File: config.mk
export PLATFORM = sky130hd
export DESIGN_NAME = serial_adder_ctrl
export DESIGN_NICKNAME = d
export VERILOG_FILES = /design/src/rtl/serial_adder_ctrl.sv
export SDC_FILE = /design/constraint.sdc
export NUM_CORES = 1
export LEC_CHECK = 0
export ABC_CLOCK_PERIOD_IN_PS = 2650
export BUFFER_PORTS_ARGS = -buffer_cell sky130_fd_sc_hd__buf_2
export CAP_MARGIN = 20
export CORE_MARGIN = 2
export CORE_UTILIZATION = 58
export DETAILED_ROUTE_END_ITERATION = 10
export HOLD_SLACK_MARGIN = 0.15
export PLACE_DENSITY = 0.83
export SYNTH_ARGS = -nofsm -noshare
export SYNTH_HDL_FRONTEND = slang
export SYNTH_HIERARCHICAL = 1
export SYNTH_SLANG_ARGS = --single-unit
File: constraint.sdc
create_clock -name clk -period 2.65 [get_ports clk]
set_clock_uncertainty 0.2 [all_clocks]
set_input_delay 0.1325 -clock clk [delete_from_list [all_inputs] [get_ports clk]]
set_output_delay 0.1325 -clock clk [all_outputs]
set_load 0.05 [all_outputs]
File: src/rtl/serial_adder_ctrl.sv
// rtl/serial_adder_ctrl.sv - bit-serial adder sequencer with start/busy/done handshake
//
// Purpose: computes a+b one bit per cycle using a single shared full_adder,
// LSB first. The result is WIDTH bits wide plus a carry out. Both are
// registered and held until the next operation completes.
//
// Optional feature macro: SERIAL_ADDER_SUB_EN. When it is defined, a `sub`
// input is added and the block computes a-b. The default build is add only.
//
// Ports:
//   clk    in   1      system clock, rising edge
//   reset  in   1      synchronous active-high reset
//   start  in   1      request, sampled only in IDLE
//   sub    in   1      subtract select, sampled with start (SERIAL_ADDER_SUB_EN only)
//   a      in   WIDTH  operand A, captured on accepted start
//   b      in   WIDTH  operand B, captured on accepted start
//   busy   out  1      high while the operation is in RUN
//   done   out  1      one-cycle pulse, result valid
//   sum    out  WIDTH  registered result
//   c_out  out  1      registered carry out of the MSB

module full_adder (
  input  logic x,
  input  logic y,
  input  logic cin,
  output logic s,
  output logic cout
);
  assign s    = x ^ y ^ cin;
  assign cout = (x & y) | (cin & (x ^ y));
endmodule

module serial_adder_ctrl #(
  parameter int WIDTH = 8
) (
  input  logic             clk,
  input  logic             reset,
  input  logic             start,
`ifdef SERIAL_ADDER_SUB_EN
  input  logic             sub,
`endif
  input  logic [WIDTH-1:0] a,
  input  logic [WIDTH-1:0] b,
  output logic             busy,
  output logic             done,
  output logic [WIDTH-1:0] sum,
  output logic             c_out
);

  localparam int CNT_W = (WIDTH > 1) ? $clog2(WIDTH) : 1;
  localparam logic [CNT_W-1:0] LAST = CNT_W'(WIDTH - 1);

  typedef enum logic [1:0] {IDLE, RUN, DONE} state_t;

  state_t           state, state_next;
  logic [WIDTH-1:0] a_sh, b_sh, res_sh, res_next, b_load;
  logic [CNT_W-1:0] cnt;
  logic             carry, carry_init;
  logic             fa_s, fa_c;
  logic             last_bit;

  full_adder u_fa (
    .x    (a_sh[0]),
    .y    (b_sh[0]),
    .cin  (carry),
    .s    (fa_s),
    .cout (fa_c)
  );

  // Subtraction is a + ~b + 1: invert B on capture and seed the carry with 1.
`ifdef SERIAL_ADDER_SUB_EN
  assign b_load     = sub ? ~b : b;
  assign carry_init = sub;
`else
  assign b_load     = b;
  assign carry_init = 1'b0;
`endif

  assign last_bit = (cnt == LAST);
  // The new sum bit enters at the MSB. After WIDTH shifts, bit 0 holds the LSB.
  assign res_next = {fa_s, res_sh[WIDTH-1:1]};

  always_ff @(posedge clk) begin
    if (reset) state <= IDLE;
    else       state <= state_next;
  end

  always_comb begin
    state_next = state;
    busy       = 1'b0;
    done       = 1'b0;
    case (state)
      IDLE: if (start) state_next = RUN;
      RUN: begin
        busy = 1'b1;
        if (last_bit) state_next = DONE;
      end
      DONE: begin
        done       = 1'b1;
        state_next = IDLE;
      end
      default: state_next = IDLE;
    endcase
  end

  always_ff @(posedge clk) begin
    if (reset) begin
      a_sh   <= '0;
      b_sh   <= '0;
      res_sh <= '0;
      carry  <= 1'b0;
      cnt    <= '0;
      sum    <= '0;
      c_out  <= 1'b0;
    end else begin
      case (state)
        IDLE: begin
          if (start) begin
            a_sh   <= a;
            b_sh   <= b_load;
            carry  <= carry_init;
            cnt    <= '0;
            res_sh <= '0;
          end
        end
        RUN: begin
          a_sh   <= {1'b0, a_sh[WIDTH-1:1]};
          b_sh   <= {1'b0, b_sh[WIDTH-1:1]};
          carry  <= fa_c;
          res_sh <= res_next;
          cnt    <= cnt + 1'b1;
          if (last_bit) begin
            sum   <= res_next;
            c_out <= fa_c;
          end
        end
        default: ;
      endcase
    end
  end

endmodule

==> impl_summary.log <==
INFO  metric power.leakage = 0.811 nW
INFO  metric io_pins = 30
INFO  metric track_usage = 0.224
INFO  metric area_of_the_mapped_netlist = 0.00164 mm²
INFO  metric detailroute.via_count = 1,285
INFO  metric worst_hold_path.endpoint = sum[5]
INFO  metric synth-async-reset-ratio = 0
INFO  metric numCtsBuffers = 5
INFO  metric worstSetupPathType = in2reg
INFO  metric synth_cell_types = 26
INFO  metric ctsRootBufferMaster = clkbuf_4
INFO  metric part_of_the_cycle_the_worst_path_needs = 0.910
INFO  metric status = completed
INFO  metric nNetsFinal = 228
INFO  metric yosysWarningCount = 6
INFO  metric slew_headroom = 0.373
INFO  metric hold_depth = 2
INFO  metric via_per_inst = 5.40
INFO  metric cts.clk_slew.worst_paths = 100 ps
INFO  metric grt_antenna_before_repair = 0
INFO  metric finalSetupTns = 0 ps
INFO  metric sequential_cell_area = 761 µm²
INFO  metric fp.dieH = 57.1 µm
INFO  metric hold_path.class = reg2reg
INFO  metric worstMarginPinSlew = 939 ps
INFO  metric insertion_delay = 340 ps
INFO  metric synthesis.area_per_instance = 10.2 µm²
INFO  metric rr_worst_depth = 4
INFO  metric placeableCoreArea = 0.00271 mm²
INFO  metric synth_enable_flop_cells = 0
INFO  metric wl = 3.28 mm
INFO  metric rsz0062_at_grt = false
INFO  metric global_placement_routability_congestion = 0.713
INFO  metric worst-endpoint-required = 2720 ps
INFO  metric holdCritStartpoint = sum[5]
INFO  metric timing.critical_path.fanout_max = 13
INFO  metric finish.instance_area = 0.00199 mm²
INFO  metric grt_pass1_vias = 1,256
INFO  metric number_of_nets_in_the_synthesized_netlist = 183
INFO  metric final-hold-violation-count = 0
INFO  metric tritoncts_clock_tree = done
INFO  metric num_rows = 19
INFO  metric cts.sink_count = 38
INFO  metric setup.worst_path.start_class = primary input
INFO  metric ys_ff_latch = 38
INFO  metric r2r-end = a_sh[7]
INFO  metric predominant_post_synthesis_flop_cell = dfxtp_1
INFO  metric final.min_clock_period = 2410 ps
INFO  metric post_cts_resize_count = 0
INFO  metric reg2reg_from = state[0]
INFO  metric die_ar = 0.00326 mm²
INFO  metric grt.overflow.total = 0
INFO  metric drt_pre_antenna_iters = 3
INFO  metric max_freq = 415 MHz
INFO  metric initial_core_utilization = 0.604
INFO  metric signed_area_change_from_the_synthesized_netlist_to_the_final_layout = 21.8%
INFO  metric postSynthCellCount = 161
INFO  metric ant_nets_after_route = 0
INFO  metric first_pass_grt_wire_length = 5.51 mm
INFO  metric die_w = 57.1 µm
INFO  metric r2r_setup_slack = 290 ps
INFO  metric drt-wirelength-per-cell = 13.8 µm
INFO  metric critical_path_arrival = 2480 ps
INFO  metric report.final.setup_viol = 0
INFO  metric critical_path.endpoint_type = flop
INFO  metric irDropWorstVdd = 487 µV
INFO  metric detailed_place_hpwl = 2.01 mm
INFO  metric mostFrequentLayoutCells = dfxtp_1, buf_2, nor2_1, dlygate4sd3_1, nand2_1
INFO  metric report.power.total = 1.07 mW
INFO  metric dpl-instance-area = 0.00173 mm²
INFO  metric proportion_of_layout_cells_with_a_drive_suffix_above_1 = 0.271
INFO  metric largest_net_degree_at_the_start_of_global_routing = 39
INFO  metric filler_cell_count = 206
INFO  metric power.density_cell_area = 536 mW/mm²
INFO  metric portBuffers = 29
INFO  metric multi_input_combinational_cell_area = 767 µm²
INFO  metric cts_max_path_buffers = 2
INFO  metric cts.htree.levels = 2
INFO  metric drc = 0
INFO  metric seq_area_frac_synth = 0.464
INFO  metric layout_commonest_cell = dfxtp_1
INFO  metric cts_post_setup_buffers_inserted = 0
INFO  metric cap_viol_max_count = 0
INFO  metric n_antenna_cell = 0
INFO  metric starting_drt_drc_count = 40
INFO  metric finalMaxSlewViolations = 0
## report_power, final
part	internal, mW	total [mW]	switching (mW)
clock	0.129	0.305	0.177
combinational	0.0746	0.152	0.0771
sequential	0.596	0.612	0.0163
total	0.799	1.07	0.270
## how the worst max path moves through the flow
stage | slack (ps) | cells past startpoint | to | from
after floorplan | 1010 | 3 | done | state[0]
after global placement | 1000 | 3 | a_sh[7] | state[0]
after detailed placement | 870 | 3 | a_sh[7] | state[0]
after CTS | 300 | 6 | a_sh[7] | start
after global routing | 150 | 6 | a_sh[7] | start
final | 240 | 6 | a_sh[7] | start
## routing by layer
layer,global-route usage,up-vias,share of wire
met4,0.0997,0,0.020
met5,0,-,0
met1,0.245,602,0.43
met3,0.0816,5,0.034
met2,0.389,22,0.52
li1,-,656,-
## sequential cells by signal, indices dropped and copies added, names as in the netlist
name    flops
carry       1
state       2
res_sh      7
cnt         3
sum         8
a_sh        8
c_out       1
b_sh        8
## area by class of cell
cell class / instances / share of cell area
multi-input combinational: 108 / 0.385
sequential: 38 / 0.381
timing repair buffer: 51 / 0.181
clock buffer: 7 / 0.0276
tap: 31 / 0.0194
inverter: 2 / 0.00376
clock inverter: 1 / 0.00251
## kinds of logic after synthesis
| kind of cell | share of synthesized area |
|---|---|
| multiplexers | 0.0794 |
| adder cells (fa/ha/maj) | 0.0275 |
| AO/OA/AOI/OAI | 0.211 |
| buffers and inverters | 0.0672 |
| flip-flops | 0.464 |
| AND/OR/NAND/NOR | 0.150 |
## per-stage QoR
step                      setup slack, ps   util  cells  hold WS (ps)
after floorplan                      1010      -    161          80.8
final                                 239  0.736    238           260
after global routing                  152  0.736    238           282
after global placement                998  0.640    210           168
after detailed placement              872  0.640    210           189
after CTS                             296  0.736    238           259
## critical path: stages
cell           delay [ps]
dlygate4sd3_1         540
buf_2                 160
o21bai_1              740
a22oi_1               200
dlygate4sd3_1         600
nor2_1                110
## what timing repair did
| item | CTS | global route |
|---|---|---|
| endpoints found under the hold margin | 20 | 0 |
| setup endpoints to repair | 0 | 0 |
| hold buffers | 20 | 0 |
## Yosys cell counts (2+ instances only)
library cell | n | area share
a21oi_1 | 9 | 0.027
a211oi_2 | 13 | 0.099
buf_4 | 3 | 0.014
mux2i_1 | 13 | 0.079
a2111oi_2 | 2 | 0.018
nor2_1 | 27 | 0.062
clkbuf_1 | 3 | 0.0069
a22oi_1 | 12 | 0.055
ha_1 | 2 | 0.015
nand2_1 | 18 | 0.041
buf_2 | 3 | 0.0092
inv_1 | 2 | 0.0046
dfxtp_1 | 38 | 0.46
buf_6 | 3 | 0.021
nor4b_1 | 2 | 0.011
Power figures use the tool's default switching activity.
